===== src/rtl/regfile_wb_arbiter_pkg.sv =====
// Shared widths, grant encoding and slot type for the register-file write-back arbiter.
// Used by regfile_wb_arbiter and wb_rr_select.
package regfile_wb_arbiter_pkg;

    localparam int REG_ADDR_W = 3;
    localparam int REG_DATA_W = 16;
    localparam int NUM_WB_REQ = 3;
    localparam logic [1:0] GRANT_NONE = 2'd3;

    typedef struct packed {
        logic                  valid;
        logic [REG_ADDR_W-1:0] addr;
        logic [REG_DATA_W-1:0] data;
    } wb_slot_t;

    function automatic logic [1:0] wb_next_ptr(input logic [1:0] gid);
        return (gid == 2'd2) ? 2'd0 : gid + 2'd1;
    endfunction

    function automatic logic [1:0] wb_onehot_to_id(input logic [NUM_WB_REQ-1:0] oh);
        logic [1:0] id;
        id = GRANT_NONE;
        for (int i = 0; i < NUM_WB_REQ; i++) begin
            if (oh[i]) id = 2'(i);
        end
        return id;
    endfunction

endpackage


===== src/rtl/regfile_wb_arbiter_wb_rr_select.sv =====
// Grant selection: picks the first full slot starting at the priority pointer, one-hot out.
// A pointer value of 3 is never produced by the arbiter and is treated as 0.
module wb_rr_select
    import regfile_wb_arbiter_pkg::*;
(
    input  logic [NUM_WB_REQ-1:0] i_full,
    input  logic [1:0]            i_ptr,
    output logic [NUM_WB_REQ-1:0] o_grant
);

    always_comb begin
        logic [2:0] w_idx;
        logic       w_found;
        o_grant = '0;
        w_found = 1'b0;
        w_idx   = '0;
        for (int k = 0; k < NUM_WB_REQ; k++) begin
            w_idx = {1'b0, (i_ptr == 2'd3) ? 2'd0 : i_ptr} + 3'(k);
            if (w_idx >= 3'(NUM_WB_REQ)) w_idx = w_idx - 3'(NUM_WB_REQ);
            if (!w_found && i_full[w_idx[1:0]]) begin
                o_grant[w_idx[1:0]] = 1'b1;
                w_found = 1'b1;
            end
        end
    end

endmodule


===== src/rtl/regfile_wb_arbiter.sv =====
// Three-requester write-back arbiter feeding the register-file write port via one-entry slots.
// Define WB_FIXED_PRIO_EN for fixed priority 0 > 1 > 2 (no pointer register); default is round-robin.
module regfile_wb_arbiter
    import regfile_wb_arbiter_pkg::*;
(
    input  logic                  clk,
    input  logic                  rst_n,
    input  logic [NUM_WB_REQ-1:0] reqValid,
    input  logic [REG_ADDR_W-1:0] reqAddr0,
    input  logic [REG_ADDR_W-1:0] reqAddr1,
    input  logic [REG_ADDR_W-1:0] reqAddr2,
    input  logic [REG_DATA_W-1:0] reqData0,
    input  logic [REG_DATA_W-1:0] reqData1,
    input  logic [REG_DATA_W-1:0] reqData2,
    output logic [NUM_WB_REQ-1:0] reqReady,
    output logic                  writeEnable,
    output logic [REG_ADDR_W-1:0] writeAddr,
    output logic [REG_DATA_W-1:0] writeData,
    output logic [1:0]            grantId
);

    wb_slot_t              r_slot [NUM_WB_REQ];
    logic [REG_ADDR_W-1:0] w_in_addr [NUM_WB_REQ];
    logic [REG_DATA_W-1:0] w_in_data [NUM_WB_REQ];
    logic [NUM_WB_REQ-1:0] w_full;
    logic [NUM_WB_REQ-1:0] w_grant;
    logic [1:0]            w_gid;
    logic [1:0]            w_ptr;
    wb_slot_t              w_sel;

    assign w_in_addr[0] = reqAddr0;
    assign w_in_addr[1] = reqAddr1;
    assign w_in_addr[2] = reqAddr2;
    assign w_in_data[0] = reqData0;
    assign w_in_data[1] = reqData1;
    assign w_in_data[2] = reqData2;

    always_comb begin
        w_sel = '0;
        for (int i = 0; i < NUM_WB_REQ; i++) begin
            w_full[i] = r_slot[i].valid;
            if (w_grant[i]) w_sel = r_slot[i];
        end
    end

    // Ready comes straight off the slot flops, so it never depends on reqValid.
    assign reqReady = ~w_full;
    assign w_gid    = wb_onehot_to_id(w_grant);

    wb_rr_select u_select (
        .i_full  (w_full),
        .i_ptr   (w_ptr),
        .o_grant (w_grant)
    );

`ifdef WB_FIXED_PRIO_EN
    assign w_ptr = 2'd0;
`else
    logic [1:0] r_ptr;

    always_ff @(posedge clk or negedge rst_n) begin
        if (!rst_n) begin
            r_ptr <= 2'd0;
        end else if (|w_grant) begin
            r_ptr <= wb_next_ptr(w_gid);
        end
    end

    assign w_ptr = r_ptr;
`endif

    // A granted slot is full, so it cannot also accept on the same edge.
    always_ff @(posedge clk or negedge rst_n) begin
        if (!rst_n) begin
            for (int i = 0; i < NUM_WB_REQ; i++) r_slot[i] <= '0;
        end else begin
            for (int i = 0; i < NUM_WB_REQ; i++) begin
                if (w_grant[i]) begin
                    r_slot[i].valid <= 1'b0;
                end else if (reqValid[i] && !r_slot[i].valid) begin
                    r_slot[i] <= {1'b1, w_in_addr[i], w_in_data[i]};
                end
            end
        end
    end

    always_ff @(posedge clk or negedge rst_n) begin
        if (!rst_n) begin
            writeEnable <= 1'b0;
            writeAddr   <= '0;
            writeData   <= '0;
            grantId     <= GRANT_NONE;
        end else if (|w_grant) begin
            writeEnable <= 1'b1;
            writeAddr   <= w_sel.addr;
            writeData   <= w_sel.data;
            grantId     <= w_gid;
        end else begin
            writeEnable <= 1'b0;
            grantId     <= GRANT_NONE;
        end
    end

endmodule


===== config.mk =====
export PLATFORM = sky130hd
export DESIGN_NAME = regfile_wb_arbiter
export DESIGN_NICKNAME = d
export VERILOG_FILES = /design/src/rtl/regfile_wb_arbiter_pkg.sv /design/src/rtl/regfile_wb_arbiter_wb_rr_select.sv /design/src/rtl/regfile_wb_arbiter.sv
export SDC_FILE = /design/constraint.sdc
export NUM_CORES = 1
export LEC_CHECK = 0
export ABC_AREA = 1
export CAP_MARGIN = 5
export CORE_ASPECT_RATIO = 0.7
export CORE_MARGIN = 5
export CORE_UTILIZATION = 40
export CTS_BUF_LIST = sky130_fd_sc_hd__clkbuf_4
export CTS_CLUSTER_SIZE = 12
export DETAILED_ROUTE_END_ITERATION = 16
export GPL_ROUTABILITY_DRIVEN = 0
export GPL_TIMING_DRIVEN = 0
export HOLD_SLACK_MARGIN = 0.02
export PLACE_DENSITY_LB_ADDON = 0.25
export SYNTH_ARGS = -nofsm -noshare
export SYNTH_HDL_FRONTEND = slang
export SYNTH_HIERARCHICAL = 1
export SYNTH_SLANG_ARGS = --single-unit

===== constraint.sdc =====
create_clock -name clk -period 3.6 [get_ports clk]
set_clock_uncertainty 0.2 [all_clocks]
set_input_delay 0.36 -clock clk [delete_from_list [all_inputs] [get_ports clk]]
set_output_delay 0.36 -clock clk [all_outputs]
set_load 0.01 [all_outputs]

Word-level counts from Yosys, hierarchy flattened:

Index checks and enable logic that the tools add are counted.

* logic and storage cells: 93
* input port bits: 62
* output and inout port bits: 25
* bits in registers: 84

* mux-type cells: 36
* equal/unequal tests: 2
* $add $sub $neg: 6
* reduce and logical (&&, ||, !) cells: 20
* bitwise logic cells: 6
* $lt $le $gt $ge: 9

Operator list (count)
* 20-bit two-way mux: 3
* 19-bit two-way mux: 3
* 2-bit two-way mux: 9
* 1-bit two-way mux: 12
* 2-bit by 3-bit < comparator with 1-bit output, second input constant: 3
* 3-bit two-way mux: 3
* 1-bit logical AND: 8
* 1-bit binary-select mux with 2-bit select: 3
* 1-bit demux with 2-bit select: 3
* 2-bit by 1-bit greater-or-equal comparator with 1-bit output, second input constant: 3
* 3-bit by 2-bit greater-or-equal comparator with 1-bit output, second input constant: 2
* 3-bit OR: 2
* 2-bit AND reduction: 3
* 2-bit nonzero test: 3
* 2-bit subtractor, second input constant: 3
* 1-bit zero test: 5
* 2-bit == test, second input constant: 2
* 2-bit by 1-bit adder with 3-bit output, second input constant: 1
* 2-bit by 2-bit adder with 3-bit output, second input constant: 1
* 1-bit NOT: 3
* 3-bit NOT: 1
* 3-bit OR reduction: 1
* 2-bit by 1-bit adder with 2-bit output, second input constant: 1
* 2-bit greater-or-equal comparator, second input constant: 1

Longest topological paths before layout:

* depth in word-level cells: 18
* mapped depth: 16
* depth with buffers taken out: 14

By module:

Netlist, hierarchy kept.

Modules (own cells, without submodules)
* regfile_wb_arbiter: cells each 476, area an instance 3787.4 um2, seq. area each 2104.5 um2, times used 1
* wb_rr_select: cells each 41, area an instance 232.7 um2, seq. area each 0.0 um2, times used 1

Worst setup path before layout:

No wires, ideal clock.

* path type: reg2reg
* from: register r_ptr[0]
* to: register r_slot[30] (netlist name)
* period minus slack after synthesis: 2.208 ns
* slack: 1.392 ns
* arrival: 1.878 ns
* required time: 3.270 ns
* cell stages (with the launch flop): 17
* library setup time: 0.130 ns
* path through: dfrtp_1 inv_1 ha_1 inv_1 nand2_1 nand3_1 nand2_1 inv_1 nand3_1 nand3_1 buf_4 inv_2 nand3_2 buf_6 buf_6 nand2_1 o21ai_0

* word-level cells in the longest chain between the ends: 15
* elaborated cells on any way between the ends: 47
* classes of those cells: add/sub: 5; order compare: 9; eq/ne: 1; mux: 21; bitwise: 3; reduce/logical: 8

Ends and longest elaborated chain
* from (decl): RTL line regfile_wb_arbiter.sv:59 `logic [1:0] r_ptr;`
* from (signal assigned): RTL line regfile_wb_arbiter.sv:65 `r_ptr <= wb_next_ptr(w_gid);`
* 2-bit == test: RTL line regfile_wb_arbiter_wb_rr_select.sv:18 `w_idx = {1'b0, (i_ptr == 2'd3) ? 2'd0 : i_ptr} + 3'(k);`
* 2-bit two-way mux (*): RTL line regfile_wb_arbiter_wb_rr_select.sv:18
* 2-bit by 1-bit adder with 3-bit output (tied with other cells): RTL line regfile_wb_arbiter_wb_rr_select.sv:18
* 3-bit by 2-bit greater-or-equal comparator with 1-bit output (tied with other cells): RTL line regfile_wb_arbiter_wb_rr_select.sv:19 `if (w_idx >= 3'(NUM_WB_REQ)) w_idx = w_idx - 3'(NUM_WB_REQ);`
* 2-bit two-way mux (tied with other cells): RTL line regfile_wb_arbiter_wb_rr_select.sv:19
* 2-bit by 3-bit < comparator with 1-bit output (not written as such) (tied with other cells): RTL line regfile_wb_arbiter_wb_rr_select.sv:21 `o_grant[w_idx[1:0]] = 1'b1;`
* 1-bit logical AND (not written as such) (tied with other cells): RTL line regfile_wb_arbiter_wb_rr_select.sv:21
* 1-bit two-way mux (not written as such) (tied with other cells): RTL line regfile_wb_arbiter_wb_rr_select.sv:21
* 1-bit demux with 2-bit select (tied with other cells)
* 3-bit OR (no line) / 1-bit two-way mux (equally long branches)
* 3-bit two-way mux / 1-bit zero test (equally long branches): RTL line regfile_wb_arbiter_wb_rr_select.sv:20 `if (!w_found && i_full[w_idx[1:0]]) begin`
* 3-bit OR (no line) / 1-bit logical AND (equally long branches)
* 3-bit two-way mux (*): RTL line regfile_wb_arbiter_wb_rr_select.sv:20
* named net w_grant[1]: RTL line regfile_wb_arbiter.sv:26 `logic [NUM_WB_REQ-1:0] w_grant;`
* 1-bit NOT (no line) (*)
* 2-bit AND reduction (no line) (*)
* to (signal, indexed assignment): RTL line regfile_wb_arbiter.sv:81 `r_slot[i] <= {1'b1, w_in_addr[i], w_in_data[i]};`
* to (decl): RTL line regfile_wb_arbiter.sv:22 `wb_slot_t r_slot [NUM_WB_REQ];`

Mark *: on every way through the listed nets, which the timed path passes. The rest lies on a longest branch. The select of a mux whose other input is x is not followed.
A chain may end at the register's enable or synchronous reset.

Final worst setup path:

* from: register r_ptr[0]
* to: register writeData[4]

* elaborated cells on any way between the ends: 49
* classes of those cells: add/sub: 5; order compare: 9; eq/ne: 1; mux: 24; bitwise: 2; reduce/logical: 8

RTL lines
* 2-bit == test: RTL line regfile_wb_arbiter_wb_rr_select.sv:18
* 2-bit two-way mux (*): RTL line regfile_wb_arbiter_wb_rr_select.sv:18
* 2-bit by 1-bit adder with 3-bit output (tied with other cells): RTL line regfile_wb_arbiter_wb_rr_select.sv:18
* 3-bit by 2-bit greater-or-equal comparator with 1-bit output (tied with other cells): RTL line regfile_wb_arbiter_wb_rr_select.sv:19
* 2-bit two-way mux (tied with other cells): RTL line regfile_wb_arbiter_wb_rr_select.sv:19
* 2-bit by 3-bit < comparator with 1-bit output (not written as such) (tied with other cells): RTL line regfile_wb_arbiter_wb_rr_select.sv:21
* 1-bit logical AND (not written as such) (tied with other cells): RTL line regfile_wb_arbiter_wb_rr_select.sv:21
* 1-bit two-way mux (not written as such) (tied with other cells): RTL line regfile_wb_arbiter_wb_rr_select.sv:21
* 1-bit demux with 2-bit select (tied with other cells)
* 3-bit OR (no line) / 1-bit two-way mux (equally long branches)
* 3-bit two-way mux / 1-bit zero test (equally long branches): RTL line regfile_wb_arbiter_wb_rr_select.sv:20
* 3-bit OR (no line) / 1-bit logical AND (equally long branches)
* 3-bit two-way mux (*): RTL line regfile_wb_arbiter_wb_rr_select.sv:20
* named net w_grant[2]: RTL line regfile_wb_arbiter.sv:26
* 3-bit OR reduction / 19-bit two-way mux (equally long branches): RTL line regfile_wb_arbiter.sv:93, regfile_wb_arbiter.sv:42
* to (signal assigned): RTL line regfile_wb_arbiter.sv:96 `writeData <= w_sel.data;`
* to (decl): RTL line regfile_wb_arbiter.sv:18 `output logic [REG_DATA_W-1:0] writeData,`

Marks and branches as above.

==> results.yml <==
grt:
  grt_max_degree: 49
  track_usage: 0.174
  grt_antenna_before_repair: 0
  grt_pass1_vias: 3497
  grt_remaining_overflow: 0
  grt_pass1_wl_um: 16500
synth:
  ys.flop_type: "dfrtp_1"
  synth_fa_ha_area_frac: 0.0124
  synth-edff-count: 0
  synth-simple-area-share: 0.297
  synth_top_family_by_area: "simple AND/OR/NAND/NOR gates"
  synth_compound_area_frac: 0.0570
  synth_area_per_cell_sq_um: 7.78
  yosys.area.top_type: "dfrtp_1"
  syn_area_sq_um: 4020
  synth.distinct_cells: 26
  synthesis.yosys.warnings: 6
  ys_seq_elements: 84
  syn_inst: 517
  synth_mux_area_frac: 0
  ys_seq_area_frac: 0.523
  synth.top_cell.area_share: 0.510
  synthTopCellsByArea: "dfrtp_1, nand2_1, nand3_1, inv_1, o21ai_0"
  synth-xor-area-share: 0
  synthesis.nets: 583
  ys_async_sr_fraction: 1.00
sta:
  setup_viol_count_final: 0
  min_period_ns: 2.71
  clock.fmax_mhz: 368
  maxSlewViolCount: 0
  slew_headroom: 0.665
  rsz0062_at_grt: "no"
  fin_crit_sh: 0.754
  hold_viol: 0
  worst_pin_slew_ns: 0.502
routing:
  routedWlPerCell_um: 13.2
  vias: 3462
  drc_errors: 0
  drtIter0Drc: 316
  postRouteAntennaNets: 0
  drt_wl_total_um: 9920
  avgViaCountPerCell: 4.62
  drtPass1Iterations: 5
die:
  die_w_um: 130
  coreArea_sq_um: 9760
  start_util: 0.412
  die-area_sq_um: 12200
  die_h_um: 93.9
  io_pins: 87
  rows: 30
power_and_ir_drop:
  p_leak_nw: 2.75
  pwr_density_cell_nw_per_um2: 1030
  irDropWorstVdd_v: 0.000459
clock_tree:
  tritoncts: "yes"
  h-tree-depth: 3
  clock_path_buffers: 2
  cts_resized: 0
  insertion_delay_ns: 0.43
  cts_root_buf: "clkbuf_4"
  path_clk_slew_ns: 0.13
  cts_inserted_buffers: 9
  cts.sinks: 84
final_layout:
  multi_input_area_sq_um: 1470
  regArea_sq_um: 2100
  area_delta_synth_final_pct: 30.3
  final_nets: 682
  drive_gt1_frac: 0.0741
  final_cell_area_sq_um: 5240
  diodes: 0
  final_util: 0.537
  n_fill_cell: 965
run:
  maxCapViolations: 0
worst_setup_path:
  critPathKind: "register to register"
  endpoint_kind: "register"
  arrival_ns: 2.89
  setup.worst_path.start_class: "register"
  critPathLaunch: "r_ptr[0]$_DFFE_PN0P_"
  cp_max_fo: 10
  required_ns: 3.78
  r2r_start: "r_ptr[0]$_DFFE_PN0P_"
placed_design:
  dp_hpwl_um: 7630
  dpl-instance-area_sq_um: 5070
  io_buffer_count: 86
status:
  status: "finished clean"
hold_path:
  hp-class: "primary input to async pin"
## cell usage in the layout, fill, tap and decap left out, drive strengths merged, types with 3 or more instances in the layout
| master | netlist | routed |
|---|---|---|
| clkdlybuf4s50 | 0 | 85 |
| ha | 4 | 4 |
| dfrtp | 82 | 82 |
| clkinv | 0 | 3 |
| clkbuf | 11 | 21 |
| o21ai | 40 | 40 |
| nand3 | 68 | 68 |
| nor2 | 8 | 8 |
| buf | 18 | 20 |
| nand2 | 204 | 204 |
| inv | 71 | 71 |
## worst paths after layout
check,cells after the start,to,slack [ns]
hold reg to reg,2,r_slot[54]$_DFFE_PN0P_,0.29
max in group asynchronous,3,grantId[0]$_DFF_PN1_,2.33
min in group clk,3,r_slot[31]$_DFFE_PN0P_,0.26
hold / removal,2,writeData[8]$_DFFE_PN0P_,0.23
setup / recovery,15,writeData[4]$_DFFE_PN0P_,0.89
setup reg to reg,15,writeData[4]$_DFFE_PN0P_,0.89
## Yosys cell counts (3+ instances only)
cell type    n
buf_2        7
buf_4        5
buf_6        5
clkbuf_1    10
dfrtp_1     82
ha_1         4
inv_1       68
inv_2        3
nand2_1    201
nand2_2      3
nand3_1     67
nor2_1       7
o21ai_0     28
o21ai_1     12
## power by group
part	leakage [nW]	total (mW)	internal (mW)	switching, mW
Combinational	1.62	3.06	1.18	1.88
Sequential	1.05	1.72	1.43	0.284
Clock	0.0842	0.603	0.289	0.313
## stage by stage
step	setup WS [ns]	hold WS, ns	TNS (ns)	total power [mW]	instances
floorplan	1.39	-0.136	0	3.80	517
global placement	-0.964	0.264	-78.57	4.69	731
detailed placement	0.994	0.158	0	4.79	732
CTS	0.939	0.220	0	5.42	749
global route	0.632	0.238	0	5.93	749
finish	0.886	0.228	0	5.38	749
## metal layers
layer  wire length [um]  GRT usage  vias to the layer above  share of wire
met4                 77     0.0467                        0         0.0078
met2               4040      0.249                      117           0.41
met1               5070      0.255                     1551           0.51
li1                   -          -                     1786              -
met5                  0          0                        -              0
met3                730     0.0500                        8          0.074
## sequential cells by signal, indices dropped and copies added (netlist names)
name and count:
r_slot 60, writeData 16, grantId 2, writeAddr 3, r_ptr 2, writeEnable 1
## timing repair
item	4_1_cts	5_1_grt
hold buffers	1	0
hold endpoints to repair	36	0
setup buffers	0	0
## worst max-delay path, stage by stage, from the launching register on
cell	delay (ns)
dfrtp_1	0.42
inv_1	0.08
ha_1	0.34
inv_1	0.10
nand2_1	0.07
nand2_1	0.06
nand2_1	0.15
inv_1	0.10
nand3_1	0.09
nand3b_1	0.21
inv_2	0.16
clkbuf_1	0.37
nand3_1	0.14
nand2_1	0.08
inv_1	0.04
nand2_1	0.05
## logic make-up after synthesis
group / count (synthesis)
AOI/OAI and AO/OA: 43
adders and majority gates: 4
buffers and inverters: 100
DFF: 84
and+or+nand+nor: 286
## layout make-up
| class | instances | share of cell area |
|---|---|---|
| Clock inverter | 6 | 0.0170 |
| Sequential cell | 84 | 0.402 |
| Timing Repair Buffer | 88 | 0.171 |
| Inverter | 71 | 0.0509 |
| Tap cell | 128 | 0.0306 |
| Clock buffer | 10 | 0.0143 |
| Buffer | 29 | 0.0334 |
| Multi-Input combinational cell | 333 | 0.281 |
Power figures use the tool's default switching activity.
